`config.mk`:
```
export PLATFORM = sky130hd
export DESIGN_NAME = apb_mem_slave
export DESIGN_NICKNAME = d
export VERILOG_FILES = /design/src/rtl/apb_pkg.sv /design/src/rtl/apb_mem_array.sv /design/src/rtl/apb_mem_slave.sv
export SDC_FILE = /design/constraint.sdc
export NUM_CORES = 1
export LEC_CHECK = 0
export ABC_CLOCK_PERIOD_IN_PS = 2500
export CAP_MARGIN = 20
export CORE_ASPECT_RATIO = 1.1
export CORE_UTILIZATION = 56
export DETAILED_ROUTE_END_ITERATION = 10
export PLACE_DENSITY = 0.82
export SETUP_SLACK_MARGIN = 0.3
export SYNTH_ARGS = -nofsm -noshare
export SYNTH_HDL_FRONTEND = slang
export SYNTH_SLANG_ARGS = --single-unit
```
`constraint.sdc`:
```
create_clock -name clk -period 2.5 [get_ports clk]
set_input_delay 0.375 -clock clk [delete_from_list [all_inputs] [get_ports clk]]
set_output_delay 0.375 -clock clk [all_outputs]
set_load 0.02 [all_outputs]
```
`src/rtl/apb_pkg.sv`:
```
// Shared types and parameter helpers for the APB memory slave.
// Latency: n/a (types and elaboration-time functions only).
// Backpressure: n/a.
package apb_pkg;

  // Transfer FSM: IDLE waits for a setup cycle, ACCESS runs wait states and completion.
  typedef enum logic {
    IDLE   = 1'b0,
    ACCESS = 1'b1
  } apb_state_t;

  // Number of byte lanes on a data_w-bit bus.
  function automatic int strb_w(input int data_w);
    return data_w / 8;
  endfunction

  // Number of byte-address bits below the word index.
  function automatic int addr_lsb(input int data_w);
    return $clog2(data_w / 8);
  endfunction

  // True when the parameter set describes a buildable slave.
  function automatic bit params_ok(input int data_w, input int addr_w,
                                   input int depth, input int wait_cycles);
    bit width_ok;
    width_ok = (data_w == 8) || (data_w == 16) || (data_w == 32) || (data_w == 64);
    if (!width_ok) return 1'b0;
    if (addr_w <= addr_lsb(data_w)) return 1'b0;
    if (addr_w - addr_lsb(data_w) > 30) return 1'b0;
    if (depth < 1) return 1'b0;
    if (depth > (1 << (addr_w - addr_lsb(data_w)))) return 1'b0;
    return wait_cycles >= 0;
  endfunction

endpackage

```
`src/rtl/apb_mem_array.sv`:
```
// DEPTH x DATA_W word storage with byte-strobe write and combinational read.
// Latency: write lands on the clock edge; read data is combinational from idx.
// Backpressure: none; the owner gates we.
module apb_mem_array
  import apb_pkg::*;
#(
  parameter int DATA_W = 32,
  parameter int DEPTH  = 16,
  parameter int AW     = 4
) (
  input  logic              clk,
  input  logic              rst,
  input  logic              we,
  input  logic [AW-1:0]     idx,
  input  logic [DATA_W-1:0] wdata,
  input  logic [DATA_W/8-1:0] wstrb,
  output logic [DATA_W-1:0] rdata
);

  localparam int STRB_W = strb_w(DATA_W);

  logic [DATA_W-1:0] mem_q [DEPTH];

  // Clear every word on reset; otherwise update only the strobed byte lanes.
  always_ff @(posedge clk or negedge rst) begin
    if (!rst) begin
      for (int i = 0; i < DEPTH; i++) begin
        mem_q[i] <= '0;
      end
    end else if (we) begin
      for (int b = 0; b < STRB_W; b++) begin
        if (wstrb[b]) begin
          mem_q[idx][b*8 +: 8] <= wdata[b*8 +: 8];
        end
      end
    end
  end

  // Indices past DEPTH (non power-of-two depths) read as zero rather than X.
  assign rdata = (32'(idx) < DEPTH) ? mem_q[idx] : '0;

endmodule

```
`src/rtl/apb_mem_slave.sv`:
```
// APB scratch memory slave with byte strobes, wait states and address-error response.
// Latency: 2+WAIT_CYCLES cycles from setup to completion inclusive.
// Backpressure: pready held low for WAIT_CYCLES access cycles; psel drop aborts.
module apb_mem_slave
  import apb_pkg::*;
#(
  parameter int DATA_W      = 32,
  parameter int ADDR_W      = 8,
  parameter int DEPTH       = 16,
  parameter int WAIT_CYCLES = 2
) (
  input  logic                clk,
  input  logic                rst,
  input  logic                psel,
  input  logic                penable,
  input  logic                pwrite,
  input  logic [ADDR_W-1:0]   paddr,
  input  logic [DATA_W-1:0]   pwdata,
  input  logic [DATA_W/8-1:0] pstrb,
  output logic                pready,
  output logic [DATA_W-1:0]   prdata,
  output logic                pslverr
);

  localparam int STRB_W = strb_w(DATA_W);
  localparam int LSB    = addr_lsb(DATA_W);
  localparam int CNT_W  = (WAIT_CYCLES > 0) ? $clog2(WAIT_CYCLES + 1) : 1;
  localparam int AW     = (DEPTH > 1) ? $clog2(DEPTH) : 1;
  localparam logic [ADDR_W-1:0] LSB_MASK = ADDR_W'((1 << LSB) - 1);

  if (!params_ok(DATA_W, ADDR_W, DEPTH, WAIT_CYCLES)) begin : g_param_check
    $error("apb_mem_slave: illegal DATA_W/ADDR_W/DEPTH/WAIT_CYCLES combination");
  end

  apb_state_t          state_q, state_d;
  logic [CNT_W-1:0]    cnt_q;
  logic                pready_q;
  logic [ADDR_W-1:0]   addr_q;
  logic                write_q;
  logic [DATA_W-1:0]   wdata_q;
  logic [STRB_W-1:0]   strb_q;

  logic                setup;
  logic                complete;
  logic                leave_access;
  logic [ADDR_W-1:0]   word_idx;
  logic                misaligned;
  logic                out_of_range;
  logic                addr_err;
  logic                mem_we;
  logic [DATA_W-1:0]   mem_rdata;

  // State register; reset aborts any transfer in flight.
  always_ff @(posedge clk or negedge rst) begin
    if (!rst) begin
      state_q <= IDLE;
    end else begin
      state_q <= state_d;
    end
  end

  // Next state plus setup/completion strobes; psel+penable in IDLE is ignored.
  always_comb begin
    state_d      = state_q;
    setup        = 1'b0;
    complete     = 1'b0;
    leave_access = 1'b0;
    case (state_q)
      IDLE: begin
        if (psel && !penable) begin
          state_d = ACCESS;
          setup   = 1'b1;
        end
      end
      ACCESS: begin
        if (!psel) begin
          state_d      = IDLE;
          leave_access = 1'b1;
        end else if (penable && pready_q) begin
          state_d      = IDLE;
          complete     = 1'b1;
          leave_access = 1'b1;
        end
      end
      default: state_d = IDLE;
    endcase
  end

  // Wait-state counter; pready is precomputed one cycle ahead so it comes straight from a flop.
  always_ff @(posedge clk or negedge rst) begin
    if (!rst) begin
      cnt_q    <= '0;
      pready_q <= 1'b0;
    end else if (setup) begin
      cnt_q    <= CNT_W'(WAIT_CYCLES);
      pready_q <= (WAIT_CYCLES == 0);
    end else if (leave_access) begin
      cnt_q    <= '0;
      pready_q <= 1'b0;
    end else if (state_q == ACCESS && cnt_q != '0) begin
      cnt_q    <= cnt_q - 1'b1;
      pready_q <= (cnt_q == CNT_W'(1));
    end
  end

  // Capture the request at setup; bus changes during ACCESS are deliberately ignored.
  always_ff @(posedge clk or negedge rst) begin
    if (!rst) begin
      addr_q  <= '0;
      write_q <= 1'b0;
      wdata_q <= '0;
      strb_q  <= '0;
    end else if (setup) begin
      addr_q  <= paddr;
      write_q <= pwrite;
      wdata_q <= pwdata;
      strb_q  <= pstrb;
    end
  end

  assign word_idx     = addr_q >> LSB;
  assign misaligned   = (addr_q & LSB_MASK) != '0;
  assign out_of_range = 32'(word_idx) >= DEPTH;
  assign addr_err     = misaligned || out_of_range;

  // A bad address never touches storage, even with strobes set.
  assign mem_we = complete && write_q && !addr_err;

  apb_mem_array #(
    .DATA_W (DATA_W),
    .DEPTH  (DEPTH),
    .AW     (AW)
  ) u_mem (
    .clk   (clk),
    .rst   (rst),
    .we    (mem_we),
    .idx   (word_idx[AW-1:0]),
    .wdata (wdata_q),
    .wstrb (strb_q),
    .rdata (mem_rdata)
  );

  assign pready  = pready_q;
  assign pslverr = complete && addr_err;
  assign prdata  = (complete && !write_q && !addr_err) ? mem_rdata : '0;

endmodule
```
-- Word level (Yosys, flattened, before mapping)
Index checks and enable logic that the tools add are counted.
- register bits after elaboration: 561
- input bits: 49
- output and inout port bits: 34
- word-level logic and storage cells: 85
- add/sub/neg operators: 1
- magnitude comparators: 3
- equal/unequal tests: 1
- mux-type cells: 39
- bitwise gates (word level): 2
- reductions and logical operators: 16
- operator list (kind ; number):
    $mux W512 ; 7
    $bwmux W512 ; 4
    $demux W32 S4 ; 4
    $bmux W32 S4 ; 1
    $mux W32 ; 4
    $mux W24 ; 1
    $mux W16 ; 1
    $mux W1 ; 12
    $logic_and A1 B1 Y1 ; 9
    $mux W8 ; 1
    $reduce_bool A8 Y1 ; 1
    $ge A6 B5 Y1 const B ; 1
    $mux W2 ; 3
    $ge A5 B5 Y1 const B ; 1
    $lt A5 B1 Y1 const B ; 1
    $not A4 Y5 ; 1
    $logic_not A1 Y1 ; 3
    $reduce_bool A3 Y1 ; 1
    $eq A2 B1 Y1 const B ; 1
    $pmux W1 S2 ; 1
    $reduce_bool A2 Y1 ; 1
    $sub A2 B1 Y2 const B ; 1
    $logic_or A1 B1 Y1 ; 1
    $not A1 Y1 ; 1

-- Depth between registers and ports, before layout
- word-level depth: 16
- gate-level depth with buffers: 8
- depth with buffers taken out: 6

-- Hierarchy
A second synthesis with hierarchy kept.
- cell total of the unflattened synthesis: 1602
- area, all modules: 25758.5 um^2
- modules (own cells, without submodules) (module ; times used ; cells an instance ; area an instance (um^2)):
    apb_mem_array ; 1 ; 1440 ; 23547.6
    apb_mem_slave ; 1 ; 162 ; 2210.9

-- Least setup slack after synthesis
OpenSTA, ideal clock, no wires.
- path type: register to output
- start point: register addr_q[2]
- end point: output prdata[30]
- data arrival time: 2.576 ns
- required time: 2.125 ns
- slack: -0.451 ns
- cell stages (with the launch flop): 8
- buffers on the path: 3
- path through: dfrtp_1 -> clkbuf_1 -> clkbuf_1 -> buf_1 -> nor2_1 -> nand2_1 -> o211ai_1 -> a2111oi_0
- cells in the longest elaborated chain, start to end: 5
- RTL lines (element ; RTL line ; source):
    start: declaration ; apb_mem_slave.sv:38 ; logic [ADDR_W-1:0] addr_q;
    start signal: assignment ; apb_mem_slave.sv:114 ; addr_q <= paddr;
    $ge A6 B5 Y1 or $not A4 Y5 (tied branches) ; apb_mem_slave.sv:123, apb_mem_array.sv:40 ;
    $logic_or A1 B1 Y1 or $bmux W32 S4 (tied branches) ; apb_mem_slave.sv:124, apb_mem_array.sv:40 ;
    $logic_not A1 Y1 or $mux W32 (tied branches) ; apb_mem_slave.sv:145, apb_mem_array.sv:40 ;
    $logic_and A1 B1 Y1 or $mux W32 (tied branches) ; apb_mem_slave.sv:145, apb_mem_array.sv:40 ;
    $mux W32 (*) ; apb_mem_slave.sv:145 ; assign prdata = (complete && !write_q && !addr_err) ? mem_rdata : '0;
    end: declaration ; apb_mem_slave.sv:21 ; output logic [DATA_W-1:0] prdata,
Mark *: on every way between the ends. The rest lies on a longest branch, timed or not. The select of a mux whose other input is x is not followed.

-- Final worst setup path
- start point: register addr_q[6]
- end point: output prdata[6]
- cells in the longest elaborated chain, start to end: 5
- RTL lines (element ; RTL line ; source):
    $ge A6 B5 Y1 ; apb_mem_slave.sv:123 ; assign out_of_range = 32'(word_idx) >= DEPTH;
    $logic_or A1 B1 Y1 ; apb_mem_slave.sv:124 ; assign addr_err = misaligned || out_of_range;
    $logic_not A1 Y1 ; apb_mem_slave.sv:145 ;
    $logic_and A1 B1 Y1 ; apb_mem_slave.sv:145 ;
    $mux W32 ; apb_mem_slave.sv:145 ;
Every way passes these cells.

==> run summary <==
outcome -> finished, violations left
failing checks -> negative setup slack
gr ovfl total -> 0
Netlist Area Pre-Place -> 0.0256 sq mm
CTS tree -> yes
P&R area growth vs syn -> 31.1%
drt drc -> 0
nets -> 1943
Worst R2R Path Depth -> 10
Worst-Margin Slew -> 0.684 ns
pwr dens -> 607 mW/mm^2
CP delay by family, top -> simple AND/OR/NAND/NOR gates
Max Clock Freq -> 330 MHz
switching share of power -> 0.265
die width -> 206 um
Final Skew -> 0.0160 ns
Initial DRT Pass Iterations -> 5
final core utilization -> 0.750
Crit-path slowest cell -> or4_4
crit path launch type -> register
Sink Count -> 561
final critical-path required period -> 3.03 ns
Avg Cell Area, Syn -> 16.0 sq um
share of cells above drive strength 1 -> 0.621
Clock Power Share -> 0.396
max cap viols -> 0
DR iter-0 viols -> 996
Crit Path Max Fanout -> 7
Pins Over Slew Limit -> 0
post-synth cell types -> 39
CTS Buffer Depth -> 3
Port Buffer Count -> 82
Die Height -> 226 um
maximum VDD drop -> 0.592 mV
fin crit share -> 1.21
final hold viol count -> 0
Vias per Instance -> 6.34
share of the yosys chip area belonging to registers -> 0.548
Leakage -> 15.8 nW
post-route total power -> 20.4 mW
Syn Inst Count -> 1606
syn_nets -> 1657
Post-synth EDFFs -> 0
RD Place Congestion -> 0.828
sequential share of power -> 0.483
path type of the worst min-delay path -> in2async
Top FF cell, synth -> dfrtp_1
H-tree Lvls -> 2
Crit path depth -> 8
first-pass GRT wire length -> 101 mm
Comb pwr share -> 0.121
crit path kind -> reg2out
largest net degree at the start of global routing -> 84
GRT Util Overall -> 0.285
cell-internal power -> 15.0 mW
hpwl dp -> 38.9 mm
Post-synth ARST share -> 1.00
crit path buf inv count -> 4
final WL -> 69.6 mm
CTS buffer count -> 56
Core Area -> 0.0448 sq mm
initial antenna violation count -> 0
critical path arrival -> 2.66 ns
worst path cell trace -> or4_4, buf_4, nor4_4, buf_6, buf_6, nand2_1, o21ai_4, buf_4
RSZ-0062 raised after global routing -> yes
#FFs+latches synth -> 561
vias in the first global route -> 17300
Slew headroom -> 0.544
Antenna Nets Post-Route -> 0
num rows -> 81
Clock transition at path regs -> 0.06 ns
Sw Pwr -> 5.40 mW
Setup crit end kind -> output pin
die area -> 0.0466 sq mm
endpoints failing setup -> 41
Final Worst Setup Slack -> -0.531 ns
clock latency on the worst-skew pair -> 0.61 ns
YS warnings -> 0
antenna cell count -> 0
Clock Tree Root -> clkbuf_16
max incr delay on CP -> 0.56 ns
io pins -> 83
initial core utilization -> 0.572
drt wl/cell -> 27.7 um
CP required -> 2.12 ns
dpl ws -> -0.595 ns
vias -> 15900
synth_stat cells (2+ instances only):
| cell | count | area (sq um) |
|---|---|---|
| mux2_1 | 4 | 45.0 |
| ha_1 | 2 | 25.0 |
| clkbuf_1 | 63 | 236 |
| mux2_2 | 581 | 6540 |
| nor2_2 | 16 | 100 |
| buf_4 | 3 | 22.5 |
| a21boi_0 | 2 | 15.0 |
| nor2b_1 | 4 | 25.0 |
| or3_1 | 4 | 25.0 |
| nor3_4 | 20 | 325 |
| nand3_1 | 14 | 70.1 |
| inv_1 | 3 | 11.3 |
| mux4_2 | 126 | 2840 |
| nor4_4 | 6 | 128 |
| nor3_1 | 2 | 10.0 |
| buf_2 | 24 | 120 |
| nand3_2 | 2 | 20.0 |
| o21ai_0 | 33 | 165 |
| nand4_1 | 8 | 50.1 |
| o211ai_1 | 2 | 15.0 |
| nand2_1 | 49 | 184 |
| dfrtp_1 | 561 | 14000 |
| nor2_1 | 8 | 30.0 |
| nor3_2 | 7 | 70.1 |
| nand2b_1 | 4 | 25.0 |
| buf_1 | 10 | 37.5 |
| mux2i_1 | 35 | 350 |
| or4_1 | 2 | 15.0 |
worst register-to-register path, stage by stage (launching register included):
cell and delay [ns]:
dfrtp_1 0.38, buf_4 0.14, buf_6 0.11, nor4_4 0.40, buf_4 0.23, buf_6 0.13
nand3_4 0.12, buf_12 0.18, nor3_4 0.18, buf_12 0.20, mux2_4 0.32
metrics by stage:
step           hold slack (ns)  std cells  setup TNS (ns)  cell area, sq um
6_report                 0.296       2514          -15.55             33600
3_3_place_gp             0.357       2376          -36.97             29400
2_1_floorplan           0.0794       1606               0             26100
5_1_grt                  0.324       2514          -17.93             33600
4_1_cts                  0.296       2508          -15.50             32700
3_5_place_dp             0.360       2376          -60.45             29400
layer usage:
| layer | vias to the layer above | track usage | share of wire |
|---|---|---|---|
| met5 | - | 0 | 0 |
| met4 | 0 | 0.122 | 0.037 |
| met3 | 150 | 0.0443 | 0.051 |
| met2 | 534 | 0.459 | 0.51 |
| met1 | 8680 | 0.387 | 0.40 |
| li1 | 6567 | - | - |
sequential cells by signal, indices dropped and copies added, names as in the netlist:
register	count
addr_q	8
wdata_q	32
state_q	1
pready	1
strb_q	4
write_q	1
cnt_q	2
u_mem.mem_q	512
path summary, 6_finish.rpt:
path                                 start                to  slack [ns]
max in group asynchronous              rst  u_mem.mem_q[413]        1.23
max                              addr_q[6]         prdata[6]       -0.53
max reg2reg                      addr_q[6]   u_mem.mem_q[67]       -0.01
min reg2reg                u_mem.mem_q[56]   u_mem.mem_q[56]        0.50
min in group clk                  paddr[5]         addr_q[5]        0.34
min                                    rst   u_mem.mem_q[52]        0.30
cells in the final DEF, fill, tap and decap left out, drive strengths merged, types with 2 or more instances in the layout:
cell / count
clkbuf: 88
nand4: 8
nor2: 24
or4: 2
nor4: 7
buf: 277
nand2b: 4
mux4: 126
mux2: 585
nor3: 29
nand2: 49
a21boi: 2
or3: 4
ha: 2
mux2i: 35
inv: 4
o21ai: 33
clkdlybuf4s50: 48
dfrtp: 561
nand3: 16
clkinv: 11
nor2b: 4
o211ai: 2
layout make-up:
| cell class | count | area, sq um |
|---|---|---|
| flip-flops and latches | 561 | 14000 |
| multi-input cells | 941 | 13100 |
| fillers | 2432 | 11200 |
| repair buffers | 328 | 3900 |
| clock buffers | 87 | 1670 |
| well taps | 581 | 727 |
| clock inverters | 12 | 70.1 |
| inverters | 4 | 16.3 |
power groups by stage:
stage | clock (mW) | combinational, mW | sequential (mW)
2_1_floorplan | 0 | 1.39 | 9.56
3_3_place_gp | 0 | 2.15 | 9.89
3_5_place_dp | 0 | 2.19 | 9.92
4_1_cts | 8.12 | 2.41 | 9.79
5_1_grt | 8.51 | 2.60 | 9.89
6_report | 8.07 | 2.46 | 9.85
kinds of logic after synthesis:
| kind of cell | Yosys count | share of synthesized area |
|---|---|---|
| AND/OR/NAND/NOR | 148 | 0.0426 |
| multiplexers | 746 | 0.382 |
| flip-flops | 561 | 0.548 |
| adder cells (fa/ha/maj) | 2 | 0.000977 |
| buffers and inverters | 104 | 0.0169 |
| AO/OA/AOI/OAI | 45 | 0.00996 |
timing repair:
action | in CTS | in global routing
pin swaps | 40 | 23
endpoints found under the setup margin | 464 | 543
hold buffers | 1 | 0
gates cloned | 4 | 1
buffers inserted | 28 | 5
resized for setup | 470 | 229
endpoints found under the hold margin | 43 | 0
Note: power is estimated with default switching activity, not from simulation.
